## src/rtl/decode_pipe_buffer.sv

```systemverilog
// Fetch-to-decode pipeline buffer: DEPTH-entry circular queue with valid/ready on both sides.
// Define DECODE_PERF_EN to add the saturating bubble_cnt performance counter.
module decode_pipe_buffer #(
    parameter int              XLEN      = 32,
    parameter int              DEPTH     = 2,
    parameter logic [XLEN-1:0] NOP_INSTR = 32'h00000013
) (
    input  logic                       clk,
    input  logic                       rst,
    input  logic                       flush,
    input  logic                       in_valid,
    output logic                       in_ready,
    input  logic [XLEN-1:0]            in_instr,
    input  logic [XLEN-1:0]            in_pc,
    output logic                       out_valid,
    input  logic                       out_ready,
    output logic [XLEN-1:0]            out_instr,
    output logic [XLEN-1:0]            out_pc,
    output logic [$clog2(DEPTH+1)-1:0] occupancy
`ifdef DECODE_PERF_EN
    ,
    output logic [31:0]                bubble_cnt
`endif
);

    localparam int PTR_W = (DEPTH > 1) ? $clog2(DEPTH) : 1;
    localparam int CNT_W = $clog2(DEPTH + 1);

    // Handshake: a transfer happens on a side exactly in a cycle where valid and
    // ready are both high at the rising edge; ready never depends on valid.
    logic [XLEN-1:0]  r_instr_mem [DEPTH];
    logic [XLEN-1:0]  r_pc_mem    [DEPTH];
    logic [PTR_W-1:0] r_head;
    logic [PTR_W-1:0] r_tail;
    logic [CNT_W-1:0] r_count;

    logic             w_push;
    logic             w_pop;
    logic             w_in_ready;
    logic             w_out_valid;
    logic [PTR_W-1:0] w_head_nxt;
    logic [PTR_W-1:0] w_tail_nxt;

    assign w_in_ready  = (r_count < CNT_W'(DEPTH));
    assign w_out_valid = (r_count != '0);
    assign w_push      = in_valid & w_in_ready;
    assign w_pop       = w_out_valid & out_ready;

    assign w_head_nxt  = (r_head == PTR_W'(DEPTH - 1)) ? '0 : r_head + 1'b1;
    assign w_tail_nxt  = (r_tail == PTR_W'(DEPTH - 1)) ? '0 : r_tail + 1'b1;

    always_ff @(posedge clk or posedge rst) begin
        if (rst) begin
            r_head  <= '0;
            r_tail  <= '0;
            r_count <= '0;
        end else if (flush) begin
            r_head  <= '0;
            r_tail  <= '0;
            r_count <= '0;
        end else begin
            if (w_push) begin
                r_tail <= w_tail_nxt;
            end
            if (w_pop) begin
                r_head <= w_head_nxt;
            end
            if (w_push && !w_pop) begin
                r_count <= r_count + 1'b1;
            end else if (w_pop && !w_push) begin
                r_count <= r_count - 1'b1;
            end
        end
    end

    // Storage needs no reset; a write during flush is harmless since tail resets.
    always_ff @(posedge clk) begin
        if (w_push) begin
            r_instr_mem[r_tail] <= in_instr;
            r_pc_mem[r_tail]    <= in_pc;
        end
    end

    always_comb begin
        out_instr = NOP_INSTR;
        out_pc    = '0;
        if (w_out_valid) begin
            out_instr = r_instr_mem[r_head];
            out_pc    = r_pc_mem[r_head];
        end
    end

    assign in_ready  = w_in_ready;
    assign out_valid = w_out_valid;
    assign occupancy = r_count;

`ifdef DECODE_PERF_EN
    logic [31:0] r_bubble_cnt;

    always_ff @(posedge clk or posedge rst) begin
        if (rst) begin
            r_bubble_cnt <= '0;
        end else if (out_ready && !w_out_valid && !flush && (r_bubble_cnt != 32'hFFFF_FFFF)) begin
            r_bubble_cnt <= r_bubble_cnt + 32'd1;
        end
    end

    assign bubble_cnt = r_bubble_cnt;
`endif

endmodule

```

## config.mk

```make
export PLATFORM = sky130hd
export DESIGN_NAME = decode_pipe_buffer
export DESIGN_NICKNAME = d
export VERILOG_FILES = /design/src/rtl/decode_pipe_buffer.sv
export SDC_FILE = /design/constraint.sdc
export NUM_CORES = 1
export LEC_CHECK = 0
export CORE_ASPECT_RATIO = 2
export CORE_UTILIZATION = 35
export DETAILED_ROUTE_END_ITERATION = 10
export PLACE_DENSITY = 0.65
export SETUP_SLACK_MARGIN = 0.15
export SLEW_MARGIN = 20
export SYNTH_ARGS = -nofsm -noshare
export SYNTH_HDL_FRONTEND = slang
export SYNTH_SLANG_ARGS = --single-unit
```

## constraint.sdc

```tcl
create_clock -name clk -period 3.6 [get_ports clk]
set_input_delay 0.72 -clock clk [delete_from_list [all_inputs] [get_ports clk]]
set_output_delay 0.72 -clock clk [all_outputs]
set_load 0.05 [all_outputs]
```

==> results.ini, run 1 <==
[status]
outcome = completed

[clocking]
cts.path.max_buffers = 2
path_clk_slew_ns = 0.06
cts_setup_buffers = 0
cts_buffers = 17
hold_buffers = 0
cts_resized = 0
cts_tree = built
cts_max_level = 4
cts_root_buffer = clkbuf_16
worstSkewPairLatency_ns = 0.41
cts_sinks = 132

[worst_setup_path]
critPathKind = reg2out
critPathMaxFanout = 27
end_kind = primary output
cpMaxStageDelayCell = clkdlybuf4s50_1
crit_path_max_incr_delay_ns = 0.84
arrival_ns = 2.54
cp.required_ns = 2.88
crit_family = buffers and inverters
cp-start-kind = flip-flop
crit_path_cell_trace = buf_12, mux2i_1, nor2_1, clkdlybuf4s50_1
critPathBufInv = 2

[drt]
firstDrtPassIters = 4
routedWlPerCell_um = 16.6
viasPerCell = 4.48
ant_nets = 0
drt_iter0_drc = 114
drc = 0
vias = 2892
wirelength_um = 10700

[pwr]
power.leakage_uw = 0.00245
powerDensity_nw_per_um2 = 596
vdd_ir_drop_max_v = 0.000336

[global_route]
antenna_found_initial = 0
grt_pass1_wl_um = 15600
grt_pass1_vias = 3116
grt_max_degree = 65
grt.overflow.total = 0
grt_usage_pct = 14.8

[finish]
fin_nets = 514
syn2layout_area_growth_pct = 44.3
drive_above_1_share_pct = 8.99
finish.utilization_pct = 52.1
n_antenna_cell = 0

[timing]
slew_viol_final = 0
hold_violations = 0
setup_viol = 0
fin_skew_ns = 0.00705
post-route-period-util_pct = 90.5
final.min_clock_period_ns = 3.26
fmax_mhz = 307
tightestPinTransition_ns = 0.567
fin_setup_tns_ns = 0
maxSlewHeadroom_pct = 62.1
rsz0062_at_grt = false

[worst_hold_path]
min_path_type = in2async

[floorplan]
initial_utilization_pct = 36.1
die-area_um2 = 14900
io_pins = 137
fp.dieW_um = 86.9
core-area_um2 = 14000
rows = 61
die_h_um = 172

[logic_synthesis]
synth_cell_type_count = 20
synth_top_family_by_area = multiplexers
synth_area_per_cell_um2 = 17.1
synthAdderAreaFrac_pct = 0
yosysSeqAreaShare_pct = 78.2
synth_compound_area_share_pct = 0.570
ys_ff_latch = 132
yosys.area_share.simple_pct = 6.03
synthMuxAreaShare_pct = 12.7
syn_area_um2 = 5040
yosys_warnings = 0
syn_inst = 295
synthXorXnorAreaFrac_pct = 0.347
synth_nets = 364

[placed_design]
hpwl_um = 7240
gp_congestion = 0.773
io_buffer_count = 136

[job]
maxCapViolations = 0

==> metal layers <==
| metal | part of all wire (%) | up-vias | global-route usage [%] |
|---|---|---|---|
| met2 | 61 | 88 | 29.1 |
| met1 | 33 | 1399 | 13.0 |
| met3 | 3.9 | 20 | 3.31 |
| met4 | 2.7 | 0 | 9.35 |
| li1 | - | 1385 | - |
| met5 | 0 | - | 0 |
==> kinds of logic (layout without fill, tap and decap cells) <==
| family | after synthesis | in the layout |
|---|---|---|
| muxes | 64 | 64 |
| AOI/OAI and AO/OA | 5 | 5 |
| and+or+nand+nor | 76 | 76 |
| xor gates and xnor gates | 2 | 2 |
| DFF | 132 | 132 |
| buffers and inverters | 16 | 177 |
==> layout by cell type (no fill, tap or decap) <==
cell	count
clkinv_2	2
xor2_1	1
clkinv_4	2
mux2i_1	64
nand2b_1	2
clkinvlp_4	2
buf_12	4
dfrtp_1	3
nor2_1	63
buf_4	4
a21oi_1	1
xnor2_1	1
inv_6	2
nand2_1	5
edfxtp_1	128
and2_2	1
a31oi_1	1
clkbuf_16	17
nor2_4	2
dfrtp_4	1
bufinv_16	4
clkinv_1	1
o21ai_0	2
clkdlybuf4s50_1	136
nor2b_1	2
nand3b_1	1
inv_1	3
a21o_1	1
==> cells in the mapped netlist (all sizes together) <==
cell type / n / share of area [%]
a21oi: 1 / 0.099
nand2b: 2 / 0.25
xor2: 1 / 0.17
edfxtp: 128 / 76
a31oi: 1 / 0.12
dfrtp: 4 / 2.0
a21o: 1 / 0.15
inv: 3 / 0.22
mux2i: 64 / 13
xnor2: 1 / 0.17
buf: 13 / 2.0
nor2: 65 / 4.9
nand3b: 1 / 0.15
o21ai: 2 / 0.20
and2: 1 / 0.12
nor2b: 2 / 0.25
nand2: 5 / 0.37
==> where the power goes <==
part | internal, µW | switching [µW] | leakage [µW] | total (µW)
sequential | 1800 | 41.6 | 0.00125 | 1850
clock | 1150 | 627 | 0.000293 | 1780
combinational | 272 | 446 | 0.000904 | 718
total | 3230 | 1110 | 0.00245 | 4340
==> stage by stage <==
stage | worst slack [ns] | hold WS (ns) | instances | area (µm²) | power (µW)
after floorplan | 0.614 | 0.486 | 295 | 5050 | 2320
after global placement | 0.774 | 0.601 | 615 | 6670 | 2600
after detailed placement | 0.762 | 0.610 | 615 | 6670 | 2610
after CTS | 0.315 | 0.526 | 645 | 7280 | 4400
after global routing | 0.256 | 0.523 | 645 | 7280 | 4480
final | 0.341 | 0.531 | 645 | 7280 | 4340
==> registers in the layout (all words and copies together), names as in the netlist <==
signal / count
occupancy: 2
r_head: 1
r_instr_mem: 64
r_pc_mem: 64
r_tail: 1
==> final timing paths <==
| path | cells after the start | start | slack, ns | to |
|---|---|---|---|---|
| worst max-delay path | 4 | r_head$_DFFE_PP0P_ | 0.34 | out_pc[19] |
| worst min-delay path | 2 | rst | 0.53 | occupancy[1]$_DFFE_PP0P_ |
| worst max register to register | 3 | occupancy[1]$_DFFE_PP0P_ | 1.91 | r_pc_mem[1][28]$_DFFE_PP_ |
| worst min register to register | 2 | r_tail$_DFFE_PP0P_ | 0.62 | r_tail$_DFFE_PP0P_ |
| max in group asynchronous | 2 | rst | 2.89 | r_head$_DFFE_PP0P_ |
| min in group clk | 2 | r_tail$_DFFE_PP0P_ | 0.62 | r_tail$_DFFE_PP0P_ |
==> area by class of cell <==
type	instances	area, µm²
inverter	3	11.3
tap	189	236
clock inverter	13	184
sequential	132	3950
multi-input combinational	147	1000
timing repair buffer	144	1470
fill	1179	6690
clock buffer	17	425
(Power assumes the default switching activity.)
==> run 2, diff against run 1 <==
- ABC_AREA: unset -> 1
- PLACE_DENSITY: 0.65 -> 0.66
==> results.ini, run 2 <==
[placed_design]
hpwl_um = 7420  ; +2.4%
io_buffer_count = 136  ; unchanged
gp_congestion = 0.785  ; +1.5%
place_area_um2 = 6590  ; -1.3%

[timing]
hold_violations = 0  ; unchanged
post-route-period-util_pct = 90.5  ; about the same
fmax_mhz = 307  ; about the same
final.min_clock_period_ns = 3.26  ; +0.000674 ns
tightestPinTransition_ns = 0.625  ; +0.0575 ns
maxSlewHeadroom_pct = 58.3  ; -3.8 points
fin_skew_ns = 0.00419  ; -0.00285 ns
setup_viol = 0  ; unchanged
slew_viol_final = 0  ; unchanged
rsz0062_at_grt = false
fin_setup_tns_ns = 0  ; unchanged

[pwr]
powerDensity_nw_per_um2 = 738  ; +24%
vdd_ir_drop_max_v = 0.000347  ; +3.4%
power.leakage_uw = 0.00253  ; +3.4%

[logic_synthesis]
synth_top_cell_by_area = edfxtp_1
yosys_warnings = 0  ; unchanged
synth_ff_type = edfxtp_1
ys_async_sr_fraction_pct = 3.03  ; unchanged
synth_edf_count = 128  ; unchanged
syn_area_um2 = 4990  ; -1.1%
ys_ff_latch = 132  ; unchanged
synth_area_per_cell_um2 = 13.2  ; -23%
synth_cell_type_count = 15  ; -25%
ys_top_cells_by_area = edfxtp_1 (77%), nand2_1 (11%), a21oi_1 (6.2%), dfrtp_1 (2.0%), buf_2 (1.8%)
syn_inst = 379  ; +28%
synth_top_area_share_pct = 77.1  ; +0.86 points
synth_nets = 448  ; +23%
yosysMostFrequentCell = nand2_1
yosysSeqAreaShare_pct = 79.1  ; +0.88 points
synthTopCellsByCount = nand2_1 (141), edfxtp_1 (128), a21oi_1 (62)

[clocking]
cts_tree = built
cts_root_buffer = clkbuf_16
path_clk_slew_ns = 0.06  ; about the same
hold_buffers = 0  ; unchanged
cts_buffers = 17  ; unchanged
cts.path.max_buffers = 2  ; unchanged
worstSkewPairLatency_ns = 0.41  ; about the same
cts_sinks = 132  ; unchanged
cts_setup_buffers = 0  ; unchanged
cts_max_level = 4  ; unchanged
cts_resized = 0  ; unchanged

[floorplan]
core-area_um2 = 13900  ; -0.55%
die-area_um2 = 14800  ; -1.1%
fp.dieW_um = 86.4  ; -0.55%
io_pins = 137  ; unchanged
die_h_um = 171  ; -0.55%
initial_utilization_pct = 35.9  ; -0.21 points
rows = 61  ; unchanged

[finish]
fill_cells = 1220  ; +3.5%
layout_commonest_cell = nand2_1
drive_above_1_share_pct = 8.80  ; -0.19 points
syn2layout_area_growth_pct = 43.4
layout_common_cells = nand2_1 (141), clkdlybuf4s50_1 (133), edfxtp_1 (128), a21oi_1 (62), clkbuf_16 (17)
fin_area_um2 = 7150  ; -1.8%
fin_nets = 590  ; +15%

[drt]
routedWlPerCell_um = 16.0  ; -3.8%
vias = 3332  ; +15%
wirelength_um = 11600  ; +7.9%
viasPerCell = 4.60  ; +2.6%
firstDrtPassIters = 4  ; unchanged
ant_nets = 0  ; unchanged
drc = 0  ; unchanged
drt_iter0_drc = 185  ; +62%

[global_route]
grt_pass1_vias = 3477  ; +12%
grt_pass1_wl_um = 17500  ; +12%
antenna_found_initial = 0  ; unchanged
grt.overflow.total = 0  ; unchanged
grt_usage_pct = 16.5  ; +1.7 points
grt_max_degree = 66  ; +1.5%

[worst_hold_path]
min_path_type = in2async

[worst_setup_path]
rr_endpoint = r_pc_mem[0][18]$_DFFE_PP_
crit_path_max_incr_delay_ns = 0.71  ; -0.13 ns
cp-startpoint = occupancy[0]$_DFFE_PP0P_
end_kind = primary output
cpMaxStageDelayCell = clkdlybuf4s50_1
r2r-start = occupancy[1]$_DFFE_PP0P_
critPathKind = reg2out
r2r_setup_slack_ns = 1.72  ; -0.19 ns
cp-start-kind = flip-flop
critPathMaxFanout = 22  ; -19%
arrival_ns = 2.54  ; about the same
reg2reg_depth = 4  ; +1
cp.required_ns = 2.88  ; about the same
crit_path_end = out_instr[7]
crit_path_cell_trace = nor2_4, buf_4, a21oi_1, clkdlybuf4s50_1

[job]
maxCapViolations = 0  ; unchanged

[status]
outcome = completed

[run 2: cell types whose count changed in the layout (fill, tap and decap cells not counted), moves of 4 or more]
cell	change
a21oi_1	+61
clkinvlp_4	+4
inv_1	+4
mux2i_1	-64
nand2_1	+136
nor2_1	-58
[run 2: how the worst min path moves through the flow]
stage	cells after the start	to	startpoint
after global routing	2	occupancy[1]$_DFFE_PP0P_	rst
after CTS	2	occupancy[1]$_DFFE_PP0P_	rst
final	2	occupancy[1]$_DFFE_PP0P_	rst
after detailed placement	2	occupancy[1]$_DFFE_PP0P_	occupancy[1]$_DFFE_PP0P_
after floorplan	1	occupancy[0]$_DFFE_PP0P_	rst
after global placement	2	r_tail$_DFFE_PP0P_	r_tail$_DFFE_PP0P_
[run 2: logic make-up after synthesis]
logic type | Yosys count | synth area share (%)
AND/OR/NAND/NOR | 155 | 12.0
flip-flops | 132 | 79.1
buffers and inverters | 29 | 2.63
AO/OA/AOI/OAI | 63 | 6.32
[run 2: through the flow]
step | hold WS, ns | std cells | worst slack [ns] | utilization, % | power, µW
global placement | 0.605 | 691 | 0.717 | 47.4 | 3700
detailed placement | 0.632 | 691 | 0.685 | 47.4 | 3720
floorplan | 0.486 | 379 | 0.504 | - | 3070
finish | 0.522 | 724 | 0.340 | 51.5 | 5280
CTS | 0.510 | 723 | 0.232 | 51.4 | 5330
global route | 0.538 | 723 | 0.213 | 51.5 | 5490
[run 2: metal layers]
layer	vias up	wire length [µm]	track usage (%)	part of all wire, %
met2	108	6600	30.1	57
met4	0	383	10.9	3.3
met3	24	469	4.05	4.1
li1	1613	-	-	-
met5	-	0	0	0
met1	1587	4100	16.2	35
[run 2: final cells by class]
class                   instances  area (µm²)  area share [%]
inverters                       9        35.0           0.490
well taps                     189         236            3.31
repair buffers                143        1450            20.2
flip-flops and latches        132        3950            55.2
clock buffers                  17         425            5.95
clock inverters                15         131            1.84
diodes                          1        2.50          0.0350
multi-input cells             218         928            13.0
[run 2: power breakdown]
group | switching, µW | leakage, µW | total (µW) | internal, µW
combinational | 1240 | 0.00103 | 1770 | 535
clock | 649 | 0.000254 | 1600 | 950
sequential | 48.1 | 0.00125 | 1910 | 1860
total | 1930 | 0.00253 | 5280 | 3340
[run 2: worst max-delay path: cells and delay by family, from the launching register on]
family / cells / cell delay, ns
and+or+nand+nor: 1 / 0.54
DFF: 1 / 0.46
buffers and inverters: 2 / 1.04
AOI/OAI and AO/OA: 1 / 0.09
